[config.mk]
export PLATFORM = sky130hd
export DESIGN_NAME = glyph_line_scheduler_flat
export DESIGN_NICKNAME = d
export VERILOG_FILES = /design/src/rtl/glyph_line_scheduler_if.sv /design/src/rtl/glyph_line_scheduler.sv /design/src/flat_wrapper.sv
export SDC_FILE = /design/constraint.sdc
export NUM_CORES = 1
export LEC_CHECK = 0
export CORE_UTILIZATION = 55
export CTS_CLUSTER_SIZE = 30
export DETAILED_ROUTE_END_ITERATION = 10
export PLACE_DENSITY = 0.75
export RECOVER_POWER = 100
export SYNTH_ARGS = -nofsm -noshare
export SYNTH_HDL_FRONTEND = slang
export SYNTH_SLANG_ARGS = --single-unit
[constraint.sdc]
create_clock -name clk -period 5.65 [get_ports clk]
set_clock_uncertainty 0.2 [all_clocks]
set_input_delay 0.8475 -clock clk [delete_from_list [all_inputs] [get_ports clk]]
set_output_delay 0.8475 -clock clk [all_outputs]
set_load 0.005 [all_outputs]
[src/rtl/glyph_line_scheduler_if.sv]
`default_nettype none
// ============================================================================
//  Module   : glyph_line_scheduler_if
//  Purpose  : Video timing, sprite-table config, glyph ROM and render
//             signals of the per-scanline glyph sprite scheduler.
//  Revision : 1.0  initial release
// ============================================================================
interface glyph_line_scheduler_if;
    // Video timing
    logic [9:0] hpos;
    logic [9:0] vpos;
    logic       fetch_start;
    logic       line_begin;

    // Sprite table write port
    logic       cfg_we;
    logic [3:0] cfg_idx;
    logic       cfg_en;
    logic [9:0] cfg_x;
    logic [9:0] cfg_y;
    logic [3:0] cfg_glyph;

    // Shared glyph ROM
    logic [6:0] rom_addr;
    logic [7:0] rom_data;

    // Render and status
    logic       pixel_on;
    logic [3:0] pixel_id;
    logic       busy;
    logic       overflow;
    logic       late;

    // Driver side: video timing, configuration and ROM
    modport master (
        output hpos, vpos, fetch_start, line_begin,
        output cfg_we, cfg_idx, cfg_en, cfg_x, cfg_y, cfg_glyph,
        output rom_data,
        input  rom_addr, pixel_on, pixel_id, busy, overflow, late
    );

    // Scheduler side
    modport slave (
        input  hpos, vpos, fetch_start, line_begin,
        input  cfg_we, cfg_idx, cfg_en, cfg_x, cfg_y, cfg_glyph,
        input  rom_data,
        output rom_addr, pixel_on, pixel_id, busy, overflow, late
    );
endinterface
`default_nettype wire

[src/rtl/glyph_line_scheduler.sv]
`default_nettype none
// ============================================================================
//  Module   : glyph_line_scheduler
//  Purpose  : Per-scanline sprite scheduler. Scans the sprite table during
//             hblank, fetches each hit's glyph row into a back line buffer,
//             and renders from the front buffer during the visible line.
//  Revision : 1.0  initial release
// ============================================================================
module glyph_line_scheduler #(
    parameter int NSPR        = 12,
    parameter int SLOTS       = 4,
    parameter int SCALE_SHIFT = 1,
    parameter int V_LINES     = 525
) (
    input wire clk,
    input wire rst_n,
    glyph_line_scheduler_if.slave bus
);

    // Sprite edge length in pixels, kept in 11 bits so edge compares never wrap
    localparam logic [10:0] c_SPR_SIZE = 11'(8 << SCALE_SHIFT);
    // Slot counter must be able to hold SLOTS itself (the "full" value)
    localparam int          CW         = $clog2(SLOTS + 1);

    typedef enum logic [1:0] {
        S_IDLE  = 2'd0,
        S_SCAN  = 2'd1,
        S_DRAIN = 2'd2,
        S_DONE  = 2'd3
    } state_t;

    // ------------------------------------------------------------------
    // Sprite table
    // ------------------------------------------------------------------
    logic       r_tab_en    [NSPR];
    logic [9:0] r_tab_x     [NSPR];
    logic [9:0] r_tab_y     [NSPR];
    logic [3:0] r_tab_glyph [NSPR];

    // ------------------------------------------------------------------
    // Scheduler state
    // ------------------------------------------------------------------
    state_t          r_state;
    logic [9:0]      r_ty;
    logic [3:0]      r_idx;
    logic [CW-1:0]   r_cnt;
    logic            r_cap_pend;
    logic [CW-1:0]   r_cap_slot;
    logic [6:0]      r_rom_addr;
    logic            r_overflow;
    logic            r_late;

    // Back (being filled) and front (being rendered) line buffers
    logic            r_bk_valid [SLOTS];
    logic [9:0]      r_bk_x     [SLOTS];
    logic [3:0]      r_bk_id    [SLOTS];
    logic [7:0]      r_bk_row   [SLOTS];
    logic            r_fr_valid [SLOTS];
    logic [9:0]      r_fr_x     [SLOTS];
    logic [3:0]      r_fr_id    [SLOTS];
    logic [7:0]      r_fr_row   [SLOTS];

    // Registered render outputs
    logic            r_pix_on;
    logic [3:0]      r_pix_id;

    // ------------------------------------------------------------------
    // Combinational scan datapath
    // ------------------------------------------------------------------
    logic            w_sel_en;
    logic [9:0]      w_sel_x;
    logic [9:0]      w_sel_y;
    logic [3:0]      w_sel_glyph;
    logic [10:0]     w_ty11;
    logic [10:0]     w_y11;
    logic [10:0]     w_dy;
    logic [2:0]      w_row;
    logic            w_hit;
    logic            w_issue;
    logic [6:0]      w_rom_req;
    logic            w_swap;
    logic            w_slot_px  [SLOTS];
    logic            w_pix_on;
    logic [3:0]      w_pix_id;

    // Table write port; out-of-range indices are silently dropped
    always_ff @(posedge clk) begin
        if (!rst_n) begin
            for (int i = 0; i < NSPR; i++) begin
                r_tab_en[i]    <= 1'b0;
                r_tab_x[i]     <= '0;
                r_tab_y[i]     <= '0;
                r_tab_glyph[i] <= '0;
            end
        end else if (bus.cfg_we) begin
            for (int i = 0; i < NSPR; i++) begin
                if (bus.cfg_idx == 4'(i)) begin
                    r_tab_en[i]    <= bus.cfg_en;
                    r_tab_x[i]     <= bus.cfg_x;
                    r_tab_y[i]     <= bus.cfg_y;
                    r_tab_glyph[i] <= bus.cfg_glyph;
                end
            end
        end
    end

    // Read the table entry currently being scanned
    always_comb begin
        w_sel_en    = 1'b0;
        w_sel_x     = '0;
        w_sel_y     = '0;
        w_sel_glyph = '0;
        for (int i = 0; i < NSPR; i++) begin
            if (r_idx == 4'(i)) begin
                w_sel_en    = r_tab_en[i];
                w_sel_x     = r_tab_x[i];
                w_sel_y     = r_tab_y[i];
                w_sel_glyph = r_tab_glyph[i];
            end
        end
    end

    // Vertical hit test and glyph row selection for the scanned entry
    assign w_ty11    = {1'b0, r_ty};
    assign w_y11     = {1'b0, w_sel_y};
    assign w_dy      = w_ty11 - w_y11;
    assign w_row     = 3'(w_dy >> SCALE_SHIFT);
    assign w_hit     = (r_state == S_SCAN) && w_sel_en &&
                       (w_ty11 >= w_y11) && (w_ty11 < (w_y11 + c_SPR_SIZE));
    assign w_issue   = w_hit && (r_cnt < CW'(SLOTS));
    assign w_rom_req = {w_sel_glyph, w_row};

    // A line boundary outside IDLE always publishes the back buffer
    assign w_swap    = bus.line_begin && (r_state != S_IDLE);

    // Scan FSM with line-buffer fill, ROM capture and buffer swap
    always_ff @(posedge clk) begin
        if (!rst_n) begin
            r_state    <= S_IDLE;
            r_ty       <= '0;
            r_idx      <= '0;
            r_cnt      <= '0;
            r_cap_pend <= 1'b0;
            r_cap_slot <= '0;
            r_rom_addr <= '0;
            r_overflow <= 1'b0;
            r_late     <= 1'b0;
            for (int k = 0; k < SLOTS; k++) begin
                r_bk_valid[k] <= 1'b0;
                r_bk_x[k]     <= '0;
                r_bk_id[k]    <= '0;
                r_bk_row[k]   <= '0;
                r_fr_valid[k] <= 1'b0;
                r_fr_x[k]     <= '0;
                r_fr_id[k]    <= '0;
                r_fr_row[k]   <= '0;
            end
        end else begin
            r_cap_pend <= 1'b0;

            // ROM byte for last cycle's request; dropped if the line ends now
            if (r_cap_pend && !bus.line_begin &&
                (r_state == S_SCAN || r_state == S_DRAIN)) begin
                for (int k = 0; k < SLOTS; k++) begin
                    if (r_cap_slot == CW'(k)) begin
                        r_bk_row[k]   <= bus.rom_data;
                        r_bk_valid[k] <= 1'b1;
                    end
                end
            end

            if (w_issue) begin
                r_rom_addr <= w_rom_req;
            end

            if (w_swap) begin
                for (int k = 0; k < SLOTS; k++) begin
                    r_fr_valid[k] <= r_bk_valid[k];
                    r_fr_x[k]     <= r_bk_x[k];
                    r_fr_id[k]    <= r_bk_id[k];
                    r_fr_row[k]   <= r_bk_row[k];
                end
            end

            case (r_state)
                S_IDLE: begin
                    if (bus.fetch_start) begin
                        r_ty  <= (bus.vpos == 10'(V_LINES - 1)) ? 10'd0 : bus.vpos + 10'd1;
                        r_idx <= '0;
                        r_cnt <= '0;
                        for (int k = 0; k < SLOTS; k++) begin
                            r_bk_valid[k] <= 1'b0;
                        end
                        r_state <= S_SCAN;
                    end
                end

                S_SCAN: begin
                    if (w_hit) begin
                        if (w_issue) begin
                            for (int k = 0; k < SLOTS; k++) begin
                                if (r_cnt == CW'(k)) begin
                                    r_bk_x[k]  <= w_sel_x;
                                    r_bk_id[k] <= r_idx;
                                end
                            end
                            r_cap_slot <= r_cnt;
                            r_cap_pend <= !bus.line_begin;
                            r_cnt      <= r_cnt + CW'(1);
                        end else begin
                            r_overflow <= 1'b1;
                        end
                    end
                    if (bus.line_begin) begin
                        r_late  <= 1'b1;
                        r_state <= S_IDLE;
                    end else if (r_idx == 4'(NSPR - 1)) begin
                        r_state <= S_DRAIN;
                    end else begin
                        r_idx <= r_idx + 4'd1;
                    end
                end

                S_DRAIN: begin
                    if (bus.line_begin) begin
                        r_late  <= 1'b1;
                        r_state <= S_IDLE;
                    end else begin
                        r_state <= S_DONE;
                    end
                end

                S_DONE: begin
                    if (bus.line_begin) begin
                        r_state <= S_IDLE;
                    end
                end

                default: r_state <= S_IDLE;
            endcase
        end
    end

    // Per-slot horizontal hit test and pixel bit lookup
    generate
        for (genvar k = 0; k < SLOTS; k++) begin : g_render
            logic [10:0] w_h11;
            logic [10:0] w_x11;
            logic [10:0] w_dx;
            logic [2:0]  w_col;
            assign w_h11 = {1'b0, bus.hpos};
            assign w_x11 = {1'b0, r_fr_x[k]};
            assign w_dx  = w_h11 - w_x11;
            assign w_col = 3'(w_dx >> SCALE_SHIFT);
            assign w_slot_px[k] = r_fr_valid[k] && (w_h11 >= w_x11) &&
                                  (w_h11 < (w_x11 + c_SPR_SIZE)) &&
                                  r_fr_row[k][3'd7 - w_col];
        end
    endgenerate

    // Lowest slot with a set pixel wins (slots are filled in sprite order)
    always_comb begin
        w_pix_on = 1'b0;
        w_pix_id = '0;
        for (int k = SLOTS - 1; k >= 0; k--) begin
            if (w_slot_px[k]) begin
                w_pix_on = 1'b1;
                w_pix_id = r_fr_id[k];
            end
        end
    end

    // Register the render result one cycle after hpos
    always_ff @(posedge clk) begin
        if (!rst_n) begin
            r_pix_on <= 1'b0;
            r_pix_id <= '0;
        end else begin
            r_pix_on <= w_pix_on;
            r_pix_id <= w_pix_id;
        end
    end

    // rom_addr shows the live request while issuing, else the last one sent
    assign bus.rom_addr = w_issue ? w_rom_req : r_rom_addr;
    assign bus.pixel_on = r_pix_on;
    assign bus.pixel_id = r_pix_id;
    assign bus.busy     = (r_state == S_SCAN) || (r_state == S_DRAIN);
    assign bus.overflow = r_overflow;
    assign bus.late     = r_late;

endmodule
`default_nettype wire

[src/flat_wrapper.sv]
// flat-port wrapper written by rule: the top's interface ports become plain ports
module glyph_line_scheduler_flat 
#(
    parameter int NSPR        = 12,
    parameter int SLOTS       = 4,
    parameter int SCALE_SHIFT = 1,
    parameter int V_LINES     = 525
)
  (clk, rst_n, bus_hpos, bus_vpos, bus_fetch_start, bus_line_begin, bus_cfg_we, bus_cfg_idx, bus_cfg_en, bus_cfg_x, bus_cfg_y, bus_cfg_glyph, bus_rom_data, bus_rom_addr, bus_pixel_on, bus_pixel_id, bus_busy, bus_overflow, bus_late);
  glyph_line_scheduler_if bus_i ();
  input wire clk;
  input wire rst_n;
  input wire logic [$bits(bus_i.hpos)-1:0] bus_hpos;
  input wire logic [$bits(bus_i.vpos)-1:0] bus_vpos;
  input wire logic [$bits(bus_i.fetch_start)-1:0] bus_fetch_start;
  input wire logic [$bits(bus_i.line_begin)-1:0] bus_line_begin;
  input wire logic [$bits(bus_i.cfg_we)-1:0] bus_cfg_we;
  input wire logic [$bits(bus_i.cfg_idx)-1:0] bus_cfg_idx;
  input wire logic [$bits(bus_i.cfg_en)-1:0] bus_cfg_en;
  input wire logic [$bits(bus_i.cfg_x)-1:0] bus_cfg_x;
  input wire logic [$bits(bus_i.cfg_y)-1:0] bus_cfg_y;
  input wire logic [$bits(bus_i.cfg_glyph)-1:0] bus_cfg_glyph;
  input wire logic [$bits(bus_i.rom_data)-1:0] bus_rom_data;
  output wire logic [$bits(bus_i.rom_addr)-1:0] bus_rom_addr;
  output wire logic [$bits(bus_i.pixel_on)-1:0] bus_pixel_on;
  output wire logic [$bits(bus_i.pixel_id)-1:0] bus_pixel_id;
  output wire logic [$bits(bus_i.busy)-1:0] bus_busy;
  output wire logic [$bits(bus_i.overflow)-1:0] bus_overflow;
  output wire logic [$bits(bus_i.late)-1:0] bus_late;
  assign bus_i.hpos = bus_hpos;
  assign bus_i.vpos = bus_vpos;
  assign bus_i.fetch_start = bus_fetch_start;
  assign bus_i.line_begin = bus_line_begin;
  assign bus_i.cfg_we = bus_cfg_we;
  assign bus_i.cfg_idx = bus_cfg_idx;
  assign bus_i.cfg_en = bus_cfg_en;
  assign bus_i.cfg_x = bus_cfg_x;
  assign bus_i.cfg_y = bus_cfg_y;
  assign bus_i.cfg_glyph = bus_cfg_glyph;
  assign bus_i.rom_data = bus_rom_data;
  assign bus_rom_addr = bus_i.rom_addr;
  assign bus_pixel_on = bus_i.pixel_on;
  assign bus_pixel_id = bus_i.pixel_id;
  assign bus_busy = bus_i.busy;
  assign bus_overflow = bus_i.overflow;
  assign bus_late = bus_i.late;
  glyph_line_scheduler #(.NSPR(NSPR), .SLOTS(SLOTS), .SCALE_SHIFT(SCALE_SHIFT), .V_LINES(V_LINES)) u_core (.clk(clk), .rst_n(rst_n), .bus(bus_i));
endmodule
==> results.cfg, run 1 <==
[timing]
tightest_slew_ns = 2.06
slew_headroom_pct = -37.4
rsz0062_at_grt = yes
fin_crit_ns = 6.18
worst_slack_ns = -0.532
hold_slack_ns = 0.274
timing.final.crit_share_pct = 109
setup_viol = 7
slew_violations = 259
finalHoldViolCount = 0
fmax_ghz = 0.162

[final_layout]
drive_gt1_share_pct = 11.7
nets = 2407
n_antenna_cell = 0
area_delta_synth_final_pct = 15.8

[synth]
synth.top_cell.area_share_pct = 58.5
yosys.area.top_type = edfxtp_1
yosysUniqueCellTypes = 77
syn_area_sq_um = 24500
syn_inst = 2097
yosys.cell_count.top_type = edfxtp_1
ys_warn_count = 0
ys_seq_elements = 521
synth_area_per_cell_sq_um = 11.7
seq_area_frac_synth_pct = 62.1
synth_enable_flop_cells = 477
synthTopCellsByArea = edfxtp_1 (58%), nor2_1 (5.7%), ha_1 (5.1%)
ys.flop_type = edfxtp_1
synthArstFlopShare_pct = 0
synth_nets = 2264
synth_common_cells = edfxtp_1 (477), nor2_1 (369), nand2_1 (129)

[critical_path]
crit_type = register to primary output
crit_family = compound AO/OA/AOI/OAI gates
required_ns = 4.60
arrival_ns = 5.13
cp_max_fo = 16
crit_chain = inv_4 > ha_4 > nor4b_4 > buf_4 > buf_12 > a221o_1 > o211ai_1 > a311oi_1 > a21oi_1 > nand2_1 > o21ai_0 > a21oi_1 > a221oi_1 > ha_1 > inv_1 > o21ai_1 > a31oi_1 > or3_1 > a311o_2 > nor2_4 > buf_12 > buf_6 > mux2_4 > buf_6
cpPeakStageDelay_ns = 0.41
crit_slowest_cell = a311o_2
start_kind = register
critPathBufInv = 7
endpoint_kind = primary output

[grt]
grt_usage_pct = 26.8
grt_pass1_wl_um = 92900
grt_util_met3_pct = 3.63
antenna_found_initial = 0
grt_pass1_vias = 16800
grt_util_met2_pct = 45.3
grt_max_degree = 59
overflow = 0
met1_usage_pct = 35.4
top_usage_layer = met2

[power_and_ir_drop]
power_frac_comb_pct = 12.3
powerDensity_nw_per_um2 = 319
power_frac_seq_pct = 50.3
p_sw_share_pct = 24.6
peakVddDrop_v = 0.000244
clockPowerShare_pct = 37.4
p_int_mw = 6.82
switching_power_mw = 2.23
leakage_nw = 10.6

[run_status]
violations = capacitance limit, slew limit, setup timing
status = finished, violations left

[floorplanning]
io_pins = 77
die_area_sq_um = 45400
initial_core_util_pct = 56.4
fp.dieH_um = 213
num_rows = 76
die_x_um = 213
core_sq_um = 43500

[clocking]
cts-buffers-inserted = 52
cts_tree = done
cts_sinks = 521
clkLatencyLatePin_ns = 0.61
hold_buffers = 0
cts.clk_slew.worst_paths_ns = 0.07
ctsHtreeMaxLevel = 2
clockBufferDepth = 3
cts-root-buf = clkbuf_16

[routing]
dr.pass1.iters = 8
wirelength_um = 59800
vias = 16900
antenna_left = 0
drt_iter0_drc = 1687
drcViolationCount = 0
viasPerCell = 5.90
wl_per_cell_um = 20.8

[placement]
dpl.hpwl_um = 41600
io_buffer_count = 76
place_ws_ns = -0.468
place_congestion = 0.942

[min_path]
hp-class = register to register

[flow_run]
cap_violations = 9
-- sequential cells by signal (all words and copies together), names as in the netlist, 3 cells and up --
signal and cells:
u_core.r_tab_x 120, u_core.r_cnt 3, u_core.r_bk_valid 4, u_core.r_fr_row 32, u_core.r_fr_id 16, u_core.r_tab_y 120
u_core.r_tab_glyph 48, u_core.r_idx 4, u_core.r_tab_en 12, u_core.r_bk_id 16, u_core.r_cap_slot 3, u_core.r_rom_addr 7
u_core.bus.pixel_id 4, u_core.r_fr_x 40, u_core.r_fr_valid 4, u_core.r_bk_x 40, u_core.r_ty 10, u_core.r_bk_row 32
-- final cells by class --
type                            instances  area, sq um
Tap cell                              585          732
Clock buffer                           68         1390
Inverter                              118          447
Fill cell                            3273        15100
Clock inverter                         29          259
Timing Repair Buffer                  215         1840
Multi-Input combinational cell       1332         8490
Sequential cell                       521        15200
-- per-stage QoR --
| stage | area (sq um) | cells | utilization [%] | setup TNS [ns] | power [mW] |
|---|---|---|---|---|---|
| after detailed placement | 26500 | 2751 | 60.9 | -2.56 | 5.68 |
| after global routing | 28400 | 2868 | 65.3 | -4.98 | 9.33 |
| final | 28400 | 2868 | 65.3 | -3.34 | 9.05 |
| after CTS | 28400 | 2862 | 65.3 | -3.52 | 9.06 |
| after floorplan | 24600 | 2097 | - | 0 | 5.25 |
| after global placement | 26500 | 2751 | 60.9 | -2.34 | 5.63 |
-- power by group through the flow --
stage	Sequential [mW]	Clock [mW]	Combinational [mW]
finish	4.55	3.39	1.11
detailed placement	4.62	0	1.06
floorplan	4.58	0	0.670
global route	4.56	3.55	1.21
CTS	4.54	3.42	1.10
global placement	4.61	0	1.03
-- worst reg2reg max path, stage by stage (launching register included) --
cell	delay, ns
dfxtp_4	0.38
inv_4	0.06
ha_4	0.15
nor4b_4	0.13
buf_4	0.15
buf_12	0.14
a221o_1	0.34
o211ai_1	0.12
a311oi_1	0.13
a21oi_1	0.17
nand2_1	0.07
o21ai_0	0.11
a21oi_1	0.11
a221oi_1	0.35
ha_1	0.22
inv_1	0.06
o21ai_1	0.13
a31oi_1	0.11
or3_1	0.35
a311o_2	0.41
buf_4	0.14
buf_6	0.10
buf_6	0.11
buf_4	0.14
nor3_4	0.35
nand2_1	0.32
nor2_1	0.21
-- routing by layer --
layer  share of wire (%)  vias to the layer above
li1                    -                     7888
met1                  42                     8269
met3                 6.2                      125
met5                   0                        -
met4                 3.2                        0
met2                  49                      644
-- kinds of logic (layout without fill, tap and decap cells) --
family | count (synthesis) | after routing | synth area share [%]
buffers and inverters | 244 | 430 | 3.88
AND/OR/NAND/NOR | 792 | 792 | 15.2
flip-flops | 521 | 521 | 62.1
adder cells (fa/ha/maj) | 105 | 105 | 5.52
multiplexers | 20 | 20 | 1.21
AO/OA/AOI/OAI | 375 | 375 | 10.7
XOR/XNOR | 40 | 40 | 1.43
-- path summary, 6_finish.rpt --
check,cells past startpoint,startpoint,end,slack (ns)
worst max-delay path,24,u_core.r_idx[0],bus_rom_addr[5],-0.53
worst min-delay path,2,u_core.r_cap_slot[2],u_core.r_cap_slot[2],0.27
worst max register to register,26,u_core.r_idx[0],u_core.r_bk_x[3][6],0.19
worst min register to register,2,u_core.r_cap_slot[2],u_core.r_cap_slot[2],0.27
-- cells in the final DEF (no fill, tap or decap), types with 36 or more instances in the layout --
master,instances
nand2_1,128
inv_1,112
nor3_1,36
o21ai_0,51
clkdlybuf4s50_1,57
and2_1,56
nor2_1,368
clkbuf_16,53
buf_4,109
dfxtp_1,40
edfxtp_1,477
a221oi_1,41
and2_0,44
ha_1,96
a21oi_1,78
-- timing repair --
action                                  4_1_cts  5_1_grt
pin swaps                                    26       29
cloned                                        0        0
endpoints found under the setup margin        7       21
buffers inserted                             15        6
gates resized for setup                      70       13
(Power assumes the default switching activity.)
==> run 2, diff against run 1 <==
CTS_CLUSTER_SIZE = unset   (was 30)
SLEW_MARGIN = 20   (was unset)
==> run 2 against run 1 <==
The flow still finishes with violations (capacitance limit, slew limit, setup timing). Non-clock buffer count did not move. Clock-buffer cell count unchanged. Sequential power is essentially flat. Fmax is 0.30% higher. Critical path depth unchanged. Global-route usage stayed put. Sequential share of layout area stayed put. Via count increased by 0.30%. Register-to-register slack barely moved. Utilization did not move. Critical endpoint unchanged. Largest power group unchanged.
==> results.cfg, run 2 (synthesis results as in run 1) <==
[power_and_ir_drop]
power_frac_seq_pct = 50.3
leakage_nw = 10.6
clockPowerShare_pct = 37.5
switching_power_mw = 2.23
p_int_mw = 6.82
power_frac_comb_pct = 12.3
p_sw_share_pct = 24.6
powerDensity_nw_per_um2 = 319
peakVddDrop_v = 0.000244

[flow_run]
cap_violations = 9

[grt]
antenna_found_initial = 0
grt_pass1_wl_um = 92900
overflow = 0
grt_max_degree = 59
grt_pass1_vias = 16800
grt_usage_pct = 26.8

[placement]
place_ws_ns = -0.468
io_buffer_count = 76
dpl.hpwl_um = 41600
place_congestion = 0.942

[final_layout]
layout_commonest_cell = edfxtp_1
n_antenna_cell = 0
area_delta_synth_final_pct = 15.8
drive_gt1_share_pct = 11.7
layout_common_cells = edfxtp_1 (477), nor2_1 (368), nand2_1 (128)
nets = 2407
top_regs = u_core.r_tab_x x120, u_core.r_tab_y x120, u_core.r_tab_glyph x48

[min_path]
hp-class = register to register

[floorplanning]
core_sq_um = 43500
initial_core_util_pct = 56.4
num_rows = 76
die_area_sq_um = 45400
fp.dieH_um = 213
io_pins = 77
die_x_um = 213

[routing]
antenna_left = 0
drcViolationCount = 0
viasPerCell = 5.92
wirelength_um = 59800
vias = 17000
drt_iter0_drc = 1670
dr.pass1.iters = 6
wl_per_cell_um = 20.8

[clocking]
cts_sinks = 521
clkLatencyLatePin_ns = 0.61
cts-buffers-inserted = 52
cts_tree = done
clockBufferDepth = 3
cts-root-buf = clkbuf_16
ctsHtreeMaxLevel = 2
cts.clk_slew.worst_paths_ns = 0.07

[critical_path]
crit_type = register to primary output
endpoint_kind = primary output
crit_slowest_cell = a311o_2
start_kind = register
critPathBufInv = 7
crit_chain = inv_4 > ha_4 > nor4b_4 > buf_4 > buf_12 > a221o_1 > o211ai_1 > a311oi_1 > a21oi_1 > nand2_1 > o21ai_0 > a21oi_1 > a221oi_1 > ha_1 > inv_1 > o21ai_1 > a31oi_1 > or3_1 > a311o_2 > nor2_4 > buf_12 > buf_6 > mux2_4 > buf_6
cp_max_fo = 16
arrival_ns = 5.12
required_ns = 4.60
crit_family = compound AO/OA/AOI/OAI gates
cpPeakStageDelay_ns = 0.41

[timing]
hold_slack_ns = 0.274
finalHoldViolCount = 0
slew_headroom_pct = -32.4
slew_violations = 259
rsz0062_at_grt = yes
setup_viol = 7
worst_slack_ns = -0.513
tightest_slew_ns = 1.99
fin_crit_ns = 6.16
fmax_ghz = 0.162
timing.final.crit_share_pct = 109

[run_status]
status = finished, violations left
violations = capacitance limit, slew limit, setup timing
run 2: power groups by stage:
stage / sequential (mW) / clock, mW / combinational (mW)
after floorplan: 4.58 / 0 / 0.670
after global placement: 4.61 / 0 / 1.03
after detailed placement: 4.62 / 0 / 1.06
after CTS: 4.54 / 3.42 / 1.10
after global routing: 4.56 / 3.55 / 1.21
final: 4.55 / 3.39 / 1.11
run 2: worst register-to-register path, stage by stage, from the launching register on:
cell and delay, ns:
dfxtp_4 0.38, inv_4 0.06, ha_4 0.15, nor4b_4 0.13, buf_4 0.15, buf_12 0.14
a221o_1 0.34, o211ai_1 0.12, a311oi_1 0.13, a21oi_1 0.17, nand2_1 0.07, o21ai_0 0.11
a21oi_1 0.11, a221oi_1 0.33, ha_1 0.22, inv_1 0.06, o21ai_1 0.13, a31oi_1 0.11
or3_1 0.35, a311o_2 0.41, buf_4 0.14, buf_6 0.10, buf_6 0.11, buf_4 0.14
nor3_4 0.35, nand2_1 0.32, nor2_1 0.22
run 2: final cells by class:
type	instances	area (sq um)
clock inverter	29	259
sequential	521	15200
fill	3276	15100
multi-input combinational	1332	8490
clock buffer	68	1390
tap	585	732
timing repair buffer	215	1840
inverter	118	447
run 2: what timing repair did:
| item | in CTS | in global routing |
|---|---|---|
| gates resized for setup | 70 | 13 |
| setup buffers | 15 | 6 |
| setup endpoints to repair | 7 | 21 |
| pin swaps | 26 | 29 |
| endpoints found under the hold margin | 0 | 0 |
| hold buffers | 0 | 0 |
run 2: metrics by stage:
step           TNS [ns]  utilization, %  cell area [sq um]  instances  power [mW]
2_1_floorplan         0               -              24600       2097        5.25
6_report          -3.23            65.3              28400       2868        9.05
4_1_cts           -3.52            65.3              28400       2862        9.06
3_5_place_dp      -2.56            60.9              26500       2751        5.68
5_1_grt           -4.95            65.3              28400       2868        9.33
3_3_place_gp      -2.34            60.9              26500       2751        5.63
run 2: worst paths after layout:
kind                         from                   end  slack (ns)  depth (start not counted)
max               u_core.r_idx[0]       bus_rom_addr[5]       -0.51                         24
min          u_core.r_cap_slot[2]  u_core.r_cap_slot[2]        0.27                          2
max reg2reg       u_core.r_idx[0]   u_core.r_bk_x[3][6]        0.20                         26
min reg2reg  u_core.r_cap_slot[2]  u_core.r_cap_slot[2]        0.27                          2
run 2: per-layer routing:
layer	GRT usage [%]	share of wire (%)	vias to the layer above
li1	-	-	7890
met1	35.4	41	8281
met2	45.3	49	682
met3	3.63	7.0	124
met4	10.0	3.2	0
met5	0	0	-
